===== src/rtl/quad_debounce_pkg.sv =====
// quad_debounce_pkg
// Shared constants and helpers for the rotary-encoder front end.
// Holds the default debounce parameters and a width helper that the
// encoder and PWM stages also use for their counters.
package quad_debounce_pkg;

  localparam int DEF_CHANNELS     = 2;
  localparam int DEF_SYNC_STAGES  = 2;
  localparam int DEF_PRESCALE     = 250;
  localparam int DEF_STABLE_TICKS = 4;

  // Bits needed to count 0..value-1. Never returns less than 1, so a
  // modulus of 1 still gets a real (constant-zero) register.
  function automatic int clog2_min1(input int value);
    return (value <= 2) ? 1 : $clog2(value);
  endfunction

endpackage


===== src/rtl/debounce_channel.sv =====
// debounce_channel
// One input channel: a synchroniser chain followed by a stability filter
// that is advanced only on sample ticks.
// Ports:
//   clk       system clock
//   rst_n     synchronous active-low reset
//   tick      one-cycle sample strobe shared by all channels
//   in_raw    asynchronous raw pin level
//   out_clean debounced level
//   rise      one-cycle pulse in the cycle out_clean becomes 1
//   fall      one-cycle pulse in the cycle out_clean becomes 0
module debounce_channel
  import quad_debounce_pkg::*;
#(
  parameter int SYNC_STAGES  = DEF_SYNC_STAGES,
  parameter int STABLE_TICKS = DEF_STABLE_TICKS
) (
  input  logic clk,
  input  logic rst_n,
  input  logic tick,
  input  logic in_raw,
  output logic out_clean,
  output logic rise,
  output logic fall
);

  localparam int                CNT_W    = clog2_min1(STABLE_TICKS);
  localparam logic [CNT_W-1:0]  CNT_LAST = CNT_W'(STABLE_TICKS - 1);

  logic [SYNC_STAGES-1:0] sync_q;
  logic                   sync_out;
  logic [CNT_W-1:0]       cnt;

  assign sync_out = sync_q[SYNC_STAGES-1];

  // Plain shift chain; bit 0 is the only flop that can go metastable.
  always_ff @(posedge clk) begin
    if (!rst_n) begin
      sync_q <= '0;
    end else begin
      sync_q <= {sync_q[SYNC_STAGES-2:0], in_raw};
    end
  end

  // cnt holds how many consecutive ticks sync_out has disagreed with
  // out_clean. Any agreeing tick clears it, so a short glitch leaves no
  // residue. Strobes default low and are set only on the changing edge.
  always_ff @(posedge clk) begin
    if (!rst_n) begin
      cnt       <= '0;
      out_clean <= 1'b0;
      rise      <= 1'b0;
      fall      <= 1'b0;
    end else begin
      rise <= 1'b0;
      fall <= 1'b0;
      if (tick) begin
        if (sync_out == out_clean) begin
          cnt <= '0;
        end else if (cnt == CNT_LAST) begin
          out_clean <= sync_out;
          cnt       <= '0;
          rise      <= sync_out;
          fall      <= ~sync_out;
        end else begin
          cnt <= cnt + 1'b1;
        end
      end
    end
  end

endmodule


===== src/rtl/quad_input_debounce.sv =====
// quad_input_debounce
// Conditions raw rotary-encoder pins before the quadrature decoder:
// each channel is synchronised and then debounced against a shared
// sample tick, so the decoder sees one clean edge per detent transition.
// Ports:
//   clk        system clock (only clock)
//   rst_n      synchronous active-low reset
//   in_raw     asynchronous raw pin levels, one bit per channel
//   out_clean  debounced levels, feed the decoder a/b inputs
//   rise       one-cycle pulse per channel when out_clean goes 0->1
//   fall       one-cycle pulse per channel when out_clean goes 1->0
//   tick       one-cycle sample strobe, exposed for debug/test
module quad_input_debounce
  import quad_debounce_pkg::*;
#(
  parameter int CHANNELS     = DEF_CHANNELS,
  parameter int SYNC_STAGES  = DEF_SYNC_STAGES,
  parameter int PRESCALE     = DEF_PRESCALE,
  parameter int STABLE_TICKS = DEF_STABLE_TICKS
) (
  input  logic                clk,
  input  logic                rst_n,
  input  logic [CHANNELS-1:0] in_raw,
  output logic [CHANNELS-1:0] out_clean,
  output logic [CHANNELS-1:0] rise,
  output logic [CHANNELS-1:0] fall,
  output logic                tick
);

  localparam int               PRE_W    = clog2_min1(PRESCALE);
  localparam logic [PRE_W-1:0] PRE_LAST = PRE_W'(PRESCALE - 1);

  logic [PRE_W-1:0] pre_cnt;
  logic [PRE_W-1:0] pre_next;

  always_comb begin
    pre_next = (pre_cnt == PRE_LAST) ? '0 : pre_cnt + 1'b1;
  end

  // tick is registered from the next count so it is high in exactly the
  // cycle where pre_cnt == PRESCALE-1, and low while in reset.
  always_ff @(posedge clk) begin
    if (!rst_n) begin
      pre_cnt <= '0;
      tick    <= 1'b0;
    end else begin
      pre_cnt <= pre_next;
      tick    <= (pre_next == PRE_LAST);
    end
  end

  for (genvar i = 0; i < CHANNELS; i++) begin : g_ch
    debounce_channel #(
      .SYNC_STAGES  (SYNC_STAGES),
      .STABLE_TICKS (STABLE_TICKS)
    ) u_ch (
      .clk       (clk),
      .rst_n     (rst_n),
      .tick      (tick),
      .in_raw    (in_raw[i]),
      .out_clean (out_clean[i]),
      .rise      (rise[i]),
      .fall      (fall[i])
    );
  end

endmodule


===== config.mk =====
export PLATFORM = sky130hd
export DESIGN_NAME = quad_input_debounce
export DESIGN_NICKNAME = d
export VERILOG_FILES = /design/src/rtl/quad_debounce_pkg.sv /design/src/rtl/debounce_channel.sv /design/src/rtl/quad_input_debounce.sv
export SDC_FILE = /design/constraint.sdc
export NUM_CORES = 1
export LEC_CHECK = 0
export ABC_CLOCK_PERIOD_IN_PS = 2000
export CAP_MARGIN = 20
export CELL_PAD_IN_SITES_DETAIL_PLACEMENT = 1
export CELL_PAD_IN_SITES_GLOBAL_PLACEMENT = 1
export CORE_UTILIZATION = 42
export CTS_BUF_LIST = sky130_fd_sc_hd__clkbuf_4 sky130_fd_sc_hd__clkbuf_8 sky130_fd_sc_hd__clkbuf_16
export DETAILED_ROUTE_END_ITERATION = 10
export PLACE_DENSITY_LB_ADDON = 0.05
export SLEW_MARGIN = 20
export SYNTH_ARGS = -nofsm -noshare
export SYNTH_HDL_FRONTEND = slang
export SYNTH_SLANG_ARGS = --single-unit

===== constraint.sdc =====
create_clock -name clk -period 2 [get_ports clk]
set_input_delay 0.2 -clock clk [delete_from_list [all_inputs] [get_ports clk]]
set_output_delay 0.2 -clock clk [all_outputs]
set_load 0.005 [all_outputs]

==> results of run 1 <==
-- stage by stage --
stage                     total power [µW]  cells  utilization  worst slack, ns
final                                744.6    150       0.4788           0.4517
after global routing                 786.0    150       0.4788           0.2669
after CTS                            759.8    150       0.4788           0.4440
after detailed placement             531.0    146       0.4667           0.4741
after global placement               529.7    146       0.4667           0.5303
after floorplan                      520.4    116            -           0.6168
-- sequential cells by signal (all words and copies together) (netlist names) --
register             cells
pre_cnt                  8
g_ch.u_ch.cnt            4
g_ch.u_ch.sync_q         4
g_ch.u_ch.fall           2
g_ch.u_ch.out_clean      2
g_ch.u_ch.rise           2
tick                     1
-- critical path, cell delays in order (launching register included) --
cell and delay, ns:
sky130_fd_sc_hd__dfxtp_1 0.49, sky130_fd_sc_hd__ha_1 0.35, sky130_fd_sc_hd__nand2_1 0.09, sky130_fd_sc_hd__o31ai_1 0.21, sky130_fd_sc_hd__a32oi_1 0.09, sky130_fd_sc_hd__nor4_2 0.24
-- area by class of cell --
type,count,area [µm²],area share
flip-flops and latches,23,460.4,0.3882
well taps,30,37.54,0.03165
multi-input cells,77,528.0,0.4451
repair buffers,12,115.1,0.09705
inverters,4,15.01,0.01266
clock buffers,4,30.03,0.02532
-- synthesized netlist by cell type --
cell	instances	area share
sky130_fd_sc_hd__nor3b_1	5	0.034
sky130_fd_sc_hd__a21oi_1	5	0.023
sky130_fd_sc_hd__nor3_1	2	0.0091
sky130_fd_sc_hd__nor4_2	1	0.011
sky130_fd_sc_hd__nand4b_1	1	0.0079
sky130_fd_sc_hd__inv_1	4	0.014
sky130_fd_sc_hd__o21ai_0	3	0.014
sky130_fd_sc_hd__ha_1	4	0.045
sky130_fd_sc_hd__dfxtp_1	23	0.42
sky130_fd_sc_hd__o22ai_1	2	0.011
sky130_fd_sc_hd__nor2_1	9	0.031
sky130_fd_sc_hd__buf_2	2	0.0091
sky130_fd_sc_hd__a32oi_1	1	0.0079
sky130_fd_sc_hd__and2_1	7	0.040
sky130_fd_sc_hd__nor3_2	1	0.0091
sky130_fd_sc_hd__buf_4	6	0.041
sky130_fd_sc_hd__nand3_1	7	0.032
sky130_fd_sc_hd__nand2b_1	1	0.0057
sky130_fd_sc_hd__xnor2_1	4	0.032
sky130_fd_sc_hd__xor2_1	2	0.016
sky130_fd_sc_hd__nand3_4	1	0.016
sky130_fd_sc_hd__nand4_4	1	0.019
sky130_fd_sc_hd__a21o_2	1	0.0079
sky130_fd_sc_hd__buf_6	4	0.041
sky130_fd_sc_hd__nand3b_1	1	0.0068
sky130_fd_sc_hd__a31oi_1	2	0.011
sky130_fd_sc_hd__mux2i_1	2	0.018
sky130_fd_sc_hd__or3_1	2	0.011
sky130_fd_sc_hd__nand2_1	10	0.034
sky130_fd_sc_hd__o31ai_4	1	0.019
sky130_fd_sc_hd__o31ai_1	1	0.0068
-- kinds of logic (layout without fill, tap and decap cells) --
group / after synthesis / count (layout) / share of synthesized area
fa+ha+maj: 4 / 4 / 0.04535
xor+xnor: 6 / 6 / 0.04762
compound gates: 16 / 16 / 0.1009
simple gates: 49 / 49 / 0.2664
buf+inv: 16 / 20 / 0.1043
mux: 2 / 2 / 0.01814
flops: 23 / 23 / 0.4172
-- cell usage in the layout, fill, tap and decap left out --
cell                              netlist  layout
sky130_fd_sc_hd__a21o_2                 1       1
sky130_fd_sc_hd__a21oi_1                5       5
sky130_fd_sc_hd__a31oi_1                2       2
sky130_fd_sc_hd__a32oi_1                1       1
sky130_fd_sc_hd__and2_1                 7       7
sky130_fd_sc_hd__buf_4                  6       2
sky130_fd_sc_hd__clkbuf_4               0       4
sky130_fd_sc_hd__clkdlybuf4s50_1        0      10
sky130_fd_sc_hd__dfxtp_1               23      23
sky130_fd_sc_hd__ha_1                   4       4
sky130_fd_sc_hd__inv_1                  4       4
sky130_fd_sc_hd__mux2i_1                2       2
sky130_fd_sc_hd__nand2_1               10      10
sky130_fd_sc_hd__nand2b_1               1       1
sky130_fd_sc_hd__nand3_1                7       7
sky130_fd_sc_hd__nand3_4                1       1
sky130_fd_sc_hd__nand3b_1               1       1
sky130_fd_sc_hd__nand4_4                1       1
sky130_fd_sc_hd__nand4b_1               1       1
sky130_fd_sc_hd__nor2_1                 9       9
sky130_fd_sc_hd__nor3_1                 2       2
sky130_fd_sc_hd__nor3_2                 1       1
sky130_fd_sc_hd__nor3b_1                5       5
sky130_fd_sc_hd__nor4_2                 1       1
sky130_fd_sc_hd__o21ai_0                3       3
sky130_fd_sc_hd__o22ai_1                2       2
sky130_fd_sc_hd__o31ai_1                1       1
sky130_fd_sc_hd__o31ai_4                1       1
sky130_fd_sc_hd__or3_1                  2       2
sky130_fd_sc_hd__xnor2_1                4       4
sky130_fd_sc_hd__xor2_1                 2       2
-- worst max path at each step --
stage / to / slack, ns
floorplan: tick / 0.62
global placement: tick / 0.53
detailed placement: tick / 0.47
CTS: tick / 0.44
global route: tick / 0.27
finish: tick / 0.45
-- power by group --
part           total [µW]  switching (µW)  internal (µW)  leakage (µW)
logic                38.3            18.4           19.9      0.000200
registers             481            14.5            467      0.000187
clock network         225             134           91.3     0.0000184
total                 745             167            578      0.000405
-- layer usage --
| layer | GRT usage | part of all wire |
|---|---|---|
| met5 | 0 | 0 |
| met4 | 0.1184 | 0.033 |
| met3 | 0.02874 | 0.025 |
| met2 | 0.2583 | 0.50 |
| met1 | 0.1655 | 0.44 |
==> impl_metrics.prom, run 1 <==
# TYPE chip_impl_metric gauge
chip_impl_metric{name="power.static_leakage",unit="µW"} 0.0004048
chip_impl_info{name="setup.worst_path.end_class",value="flip-flop"} 1
chip_impl_metric{name="area_growth_syn_to_layout",unit="%"} 7.483
chip_impl_metric{name="first_global_vias",unit=""} 689
chip_impl_metric{name="grt_max_degree",unit=""} 14
chip_impl_metric{name="synth_cell_types",unit=""} 31
chip_impl_metric{name="buffer_ports.inserted",unit=""} 10
chip_impl_metric{name="placementRows",unit=""} 18
chip_impl_metric{name="post_synthesis_net_count",unit=""} 124
chip_impl_metric{name="drt-vias-per-instance",unit=""} 5.187
chip_impl_metric{name="crit_path_arrival_time",unit="ns"} 1.78
chip_impl_metric{name="flip_flop_and_latch_count_after_synthesis",unit=""} 23
chip_impl_metric{name="start_util",unit=""} 0.4455
chip_impl_metric{name="clock_tree.htree_level_count",unit=""} 1
chip_impl_metric{name="rrSetupSlack",unit="ns"} 0.45
chip_impl_metric{name="tritoncts_num_sinks",unit=""} 23
chip_impl_metric{name="grt.total_usage",unit=""} 0.1532
chip_impl_metric{name="grt_antenna_before_repair",unit=""} 0
chip_impl_metric{name="final-max-slew-violation-count",unit=""} 0
chip_impl_metric{name="remaining_drc_errors",unit=""} 0
chip_impl_info{name="regToRegStartpoint",value="pre_cnt[0]"} 1
chip_impl_info{name="r2r-end",value="tick"} 1
chip_impl_metric{name="grt_first_pass_wirelength",unit="mm"} 3.008
chip_impl_metric{name="post_drt_wl_per_cell",unit="µm"} 12.35
chip_impl_metric{name="tns",unit="ns"} 0
chip_impl_metric{name="worst_slew_margin_rel",unit=""} 0.6692
chip_impl_metric{name="power-per-cell-area",unit="nW/µm²"} 627.8
chip_impl_metric{name="cts_hold_repair_buffers",unit=""} 0
chip_impl_metric{name="synth_sequential_area_ratio",unit=""} 0.4172
chip_impl_metric{name="drtAntennaViolNets",unit=""} 0
chip_impl_metric{name="clock_latency",unit="ns"} 0.31
chip_impl_metric{name="dp_hpwl",unit="mm"} 1.403
chip_impl_metric{name="path_clk_slew",unit="ns"} 0.13
chip_impl_info{name="cts_tree",value="built"} 1
chip_impl_metric{name="max_cap_viol_count",unit=""} 0
chip_impl_metric{name="ys_warn_count",unit=""} 0
chip_impl_metric{name="core",unit="µm²"} 2477
chip_impl_metric{name="die-area",unit="µm²"} 2837
chip_impl_info{name="worst_setup_path_startpoint",value="pre_cnt[0]"} 1
chip_impl_metric{name="critPathMaxFanout",unit=""} 8
chip_impl_metric{name="fp.dieW",unit="µm"} 53.26
chip_impl_metric{name="setup_viol",unit=""} 0
chip_impl_metric{name="nets",unit=""} 129
chip_impl_metric{name="cts.repair.resized",unit=""} 0
chip_impl_metric{name="post-cts-setup-buffer-count",unit=""} 0
chip_impl_metric{name="ir_worst_vdd",unit="V"} 0.0003400
chip_impl_metric{name="fp.dieH",unit="µm"} 53.26
chip_impl_metric{name="drt-total-wl",unit="mm"} 1.852
chip_impl_metric{name="clock_path_buffers",unit=""} 2
chip_impl_metric{name="syn_area_per_cell",unit="µm²"} 9.513
chip_impl_metric{name="cts_inserted_buffers",unit=""} 3
chip_impl_metric{name="skew",unit="ns"} 0.01005
chip_impl_metric{name="post_synth_inst_count",unit=""} 116
chip_impl_metric{name="dr.first_iter.drc_count",unit=""} 2
chip_impl_metric{name="fin_worst_hold_slack",unit="ns"} 0.4567
chip_impl_metric{name="diodes",unit=""} 0
chip_impl_metric{name="layout-drive-gt1-share",unit=""} 0.1000
chip_impl_info{name="hold_path_end",value="g_ch[1].u_ch.sync_q[1]"} 1
chip_impl_metric{name="timing.hold.worst_path_depth",unit=""} 1
chip_impl_metric{name="detailedRoute.firstPassIterationCount",unit=""} 3
chip_impl_metric{name="detailed_place.area",unit="µm²"} 1156
chip_impl_metric{name="place_congestion",unit=""} 0.7639
chip_impl_metric{name="max_freq",unit="GHz"} 0.6459
chip_impl_metric{name="post-route-min-period",unit="ns"} 1.548
chip_impl_metric{name="r2r.worst_path.cells",unit=""} 5
chip_impl_info{name="timing.hold.worst.start",value="g_ch[1].u_ch.sync_q[0]"} 1
chip_impl_metric{name="synth_area",unit="µm²"} 1104
chip_impl_metric{name="grt_overflow",unit=""} 0
chip_impl_metric{name="hold_viol",unit=""} 0
chip_impl_info{name="start_kind",value="flip-flop"} 1
chip_impl_metric{name="finalInstanceArea",unit="µm²"} 1186
chip_impl_metric{name="fillers",unit=""} 301
chip_impl_info{name="status",value="finished clean"} 1
chip_impl_info{name="rsz0062_at_grt",value="false"} 1
chip_impl_metric{name="tightest_slew",unit="ns"} 0.4955
chip_impl_metric{name="fin_crit_sh",unit=""} 0.7742
chip_impl_metric{name="crit_required",unit="ns"} 2.23
chip_impl_info{name="crit_type",value="reg2reg"} 1
chip_impl_metric{name="num_vias",unit=""} 778
chip_impl_info{name="clock_tree.root_cell",value="sky130_fd_sc_hd__clkbuf_4"} 1
chip_impl_metric{name="io-pin-count",unit=""} 11
chip_impl_info{name="hold_path_class",value="reg2reg"} 1
Power figures use the tool's default switching activity.
==> run 2: changes to the inputs <==
- ABC_CLOCK_PERIOD_IN_PS: 2000 -> 1360
- CORE_UTILIZATION: 42 -> 38
- clock period: 2 -> 1.36 ns (I/O delays scaled with it)
==> impl_metrics.prom, run 2 (synthesis results as in run 1) <==
# TYPE chip_impl_metric gauge
chip_impl_info{name="status",value="finished clean"} 1
chip_impl_metric{name="area_taken_by_flip_flops_and_latches",unit="µm²"} 474.2
chip_impl_info{name="timing.hold.worst.start",value="in_raw[1]"} 1
chip_impl_metric{name="clock_path_buffers",unit=""} 2
chip_impl_metric{name="power-per-cell-area",unit="nW/µm²"} 857.7
chip_impl_metric{name="dp.cells",unit=""} 155
chip_impl_metric{name="setup_viol",unit=""} 0
chip_impl_metric{name="tns",unit="ns"} 0
chip_impl_metric{name="post-route-min-period",unit="ns"} 1.359
chip_impl_info{name="layout.cells.most_common",value="sky130_fd_sc_hd__dfxtp_1"} 1
chip_impl_metric{name="cpPeakStageDelay",unit="ns"} 0.38
chip_impl_metric{name="clock_latency",unit="ns"} 0.32
chip_impl_metric{name="worst_slew_margin_rel",unit=""} 0.8116
chip_impl_info{name="cts_tree",value="built"} 1
chip_impl_metric{name="skew",unit="ns"} 0.007713
chip_impl_metric{name="diodes",unit=""} 0
chip_impl_metric{name="ir_worst_vdd",unit="V"} 0.0004688
chip_impl_metric{name="combinationalPowerShare",unit=""} 0.084
chip_impl_metric{name="fin_cells",unit=""} 159
chip_impl_metric{name="power.share.clock",unit=""} 0.293
chip_impl_metric{name="io-pin-count",unit=""} 11
chip_impl_info{name="r2r-end",value="tick"} 1
chip_impl_metric{name="path_clk_slew",unit="ns"} 0.14
chip_impl_metric{name="p_sw",unit="µW"} 279.7
chip_impl_metric{name="grt_antenna_before_repair",unit=""} 0
chip_impl_metric{name="finish.utilization",unit=""} 0.4750
chip_impl_metric{name="groute.layer.met3.usage",unit=""} 0.02093
chip_impl_metric{name="remaining_drc_errors",unit=""} 0
chip_impl_metric{name="grt_max_degree",unit=""} 14
chip_impl_metric{name="multi_input_comb_area",unit="µm²"} 578.1
chip_impl_info{name="crit_chain",value="inv_1 > ha_4 > nand2_4 > o31ai_4 > or3_4 > nor4_4"} 1
chip_impl_info{name="regToRegStartpoint",value="pre_cnt[1]"} 1
chip_impl_metric{name="buffer_ports.inserted",unit=""} 10
chip_impl_metric{name="num_vias",unit=""} 820
chip_impl_metric{name="cts_hold_repair_buffers",unit=""} 0
chip_impl_metric{name="dr.first_iter.drc_count",unit=""} 10
chip_impl_metric{name="tritoncts_num_sinks",unit=""} 23
chip_impl_metric{name="grtUsageMet2",unit=""} 0.2788
chip_impl_metric{name="place_congestion",unit=""} 0.7525
chip_impl_metric{name="r2r.worst_path.cells",unit=""} 6
chip_impl_metric{name="grtUsageMet1",unit=""} 0.1781
chip_impl_metric{name="timing.hold.worst_path_depth",unit=""} 2
chip_impl_metric{name="grt.total_usage",unit=""} 0.1555
chip_impl_metric{name="p_int",unit="µW"} 844.0
chip_impl_metric{name="max_freq",unit="GHz"} 0.7358
chip_impl_metric{name="grt_overflow",unit=""} 0
chip_impl_metric{name="hold_viol",unit=""} 0
chip_impl_metric{name="drt-total-wl",unit="mm"} 2.181
chip_impl_metric{name="fp.dieW",unit="µm"} 55.89
chip_impl_metric{name="power.static_leakage",unit="µW"} 0.0005119
chip_impl_info{name="grt_peak_use_layer",value="met2"} 1
chip_impl_metric{name="dp_hpwl",unit="mm"} 1.640
chip_impl_metric{name="cts_inserted_buffers",unit=""} 3
chip_impl_info{name="regMostFlops",value="pre_cnt"} 1
chip_impl_metric{name="rrSetupSlack",unit="ns"} 0.001
chip_impl_metric{name="crit_path_arrival_time",unit="ns"} 1.61
chip_impl_metric{name="die-area",unit="µm²"} 3124
chip_impl_metric{name="fin_crit_sh",unit=""} 0.9993
chip_impl_metric{name="critPathMaxFanout",unit=""} 3
chip_impl_metric{name="drtAntennaViolNets",unit=""} 0
chip_impl_metric{name="seq_power_share",unit=""} 0.623
chip_impl_metric{name="swShare",unit=""} 0.2489
chip_impl_metric{name="p_total",unit="µW"} 1124
chip_impl_info{name="hold_path_end",value="g_ch[1].u_ch.sync_q[0]"} 1
chip_impl_metric{name="layout-drive-gt1-share",unit=""} 0.2500
chip_impl_metric{name="max_cap_viol_count",unit=""} 0
chip_impl_metric{name="clock_tree.htree_level_count",unit=""} 1
chip_impl_metric{name="area_growth_syn_to_layout",unit="%"} 18.71
chip_impl_info{name="rsz0062_at_grt",value="true"} 1
chip_impl_info{name="most-common-layout-cells",value="18 x sky130_fd_sc_hd__dfxtp_1, 10 x sky130_fd_sc_hd__buf_4, 9 x sky130_fd_sc_hd__nand2_1, 9 x sky130_fd_sc_hd__nor2_1, 8 x sky130_fd_sc_hd__clkdlybuf4s50_1"} 1
chip_impl_metric{name="grt_first_pass_wirelength",unit="mm"} 3.760
chip_impl_metric{name="largest_register_ffs",unit=""} 8
chip_impl_metric{name="crit_required",unit="ns"} 1.61
chip_impl_metric{name="fp.dieH",unit="µm"} 55.89
chip_impl_metric{name="drt-vias-per-instance",unit=""} 5.157
chip_impl_metric{name="nets",unit=""} 137
chip_impl_metric{name="post_drt_wl_per_cell",unit="µm"} 13.72
chip_impl_info{name="start_kind",value="flip-flop"} 1
chip_impl_metric{name="core",unit="µm²"} 2758
chip_impl_metric{name="placementRows",unit=""} 19
chip_impl_metric{name="fillers",unit=""} 317
chip_impl_info{name="top_regs",value="pre_cnt x8, g_ch.u_ch.cnt x4, g_ch.u_ch.sync_q x4"} 1
chip_impl_info{name="hold_path_class",value="in2reg"} 1
chip_impl_metric{name="tightest_slew",unit="ns"} 0.2814
chip_impl_metric{name="final-max-slew-violation-count",unit=""} 0
chip_impl_metric{name="detailedRoute.firstPassIterationCount",unit=""} 3
chip_impl_info{name="crit_type",value="reg2reg"} 1
chip_impl_info{name="setup.worst_path.end_class",value="flip-flop"} 1
chip_impl_info{name="clock_tree.root_cell",value="sky130_fd_sc_hd__clkbuf_4"} 1
chip_impl_info{name="crit_path_top_delay_cell",value="sky130_fd_sc_hd__or3_4"} 1
chip_impl_metric{name="first_global_vias",unit=""} 842
chip_impl_metric{name="start_util",unit=""} 0.4002
[run 2: cell count changes in the layout (fill, tap and decap cells not counted), moves of 2 or more]
cell                              before  now
sky130_fd_sc_hd__dfxtp_2               0    2
sky130_fd_sc_hd__ha_1                  4    2
sky130_fd_sc_hd__dfxtp_4               0    3
sky130_fd_sc_hd__dfxtp_1              23   18
sky130_fd_sc_hd__clkdlybuf4s50_1      10    8
sky130_fd_sc_hd__buf_4                 2   10
[run 2: critical path, delay by kind of cell, from the launching register on]
kind | cells | cell delay, ns
AOI/OAI and AO/OA | 1 | 0.06
buffers and inverters | 1 | 0.06
and+or+nand+nor | 3 | 0.64
DFF | 1 | 0.36
adders and majority gates | 1 | 0.17
[run 2: power groups by stage]
| stage | Sequential (µW) | Combinational, µW | Clock (µW) |
|---|---|---|---|
| after floorplan | 715 | 50.6 | 0 |
| after global placement | 717 | 83.2 | 0 |
| after detailed placement | 718 | 84.3 | 0 |
| after CTS | 701 | 86.6 | 342 |
| after global routing | 703 | 105 | 367 |
| final | 700 | 93.9 | 329 |
[run 2: through the flow]
step	setup WS (ns)	hold WS, ns	cell area [µm²]
after floorplan	0.01594	0.2633	1105
after global placement	0.02446	0.4174	1219
after detailed placement	-0.01990	0.4207	1219
after CTS	0.0006845	0.3671	1259
after global routing	-0.04460	0.3835	1310
final	0.0009754	0.3742	1310
[run 2: cell type report]
cell class	instances	share of cell area
Clock buffer	3	0.01719
Timing Repair Buffer	20	0.1347
Clock inverter	1	0.003820
Sequential cell	23	0.3620
Inverter	4	0.01146
Tap cell	31	0.02961
Multi-Input combinational cell	77	0.4413
[run 2: worst max path at each step]
| stage | start | to | cells past startpoint | slack (ns) |
|---|---|---|---|---|
| 6_report | pre_cnt[1] | tick | 6 | 0.001 |
| 5_1_grt | pre_cnt[1] | tick | 5 | -0.04 |
| 4_1_cts | pre_cnt[2] | tick | 4 | 0.0007 |
| 3_5_place_dp | pre_cnt[0] | tick | 5 | -0.02 |
| 3_3_place_gp | rst_n | tick | 4 | 0.02 |
| 2_1_floorplan | pre_cnt[0] | tick | 6 | 0.02 |
[run 2: routing by layer]
layer  vias up  part of all wire
li1        413                 -
met1       389              0.46
met2        13              0.49
met3         5             0.025
met4         0             0.022
met5         -                 0
[run 2: what timing repair did]
action                                  4_1_cts  5_1_grt
endpoints found under the setup margin        3        4
setup buffers                                 0        0
pin swaps                                     0        2
resized for setup                             8       12
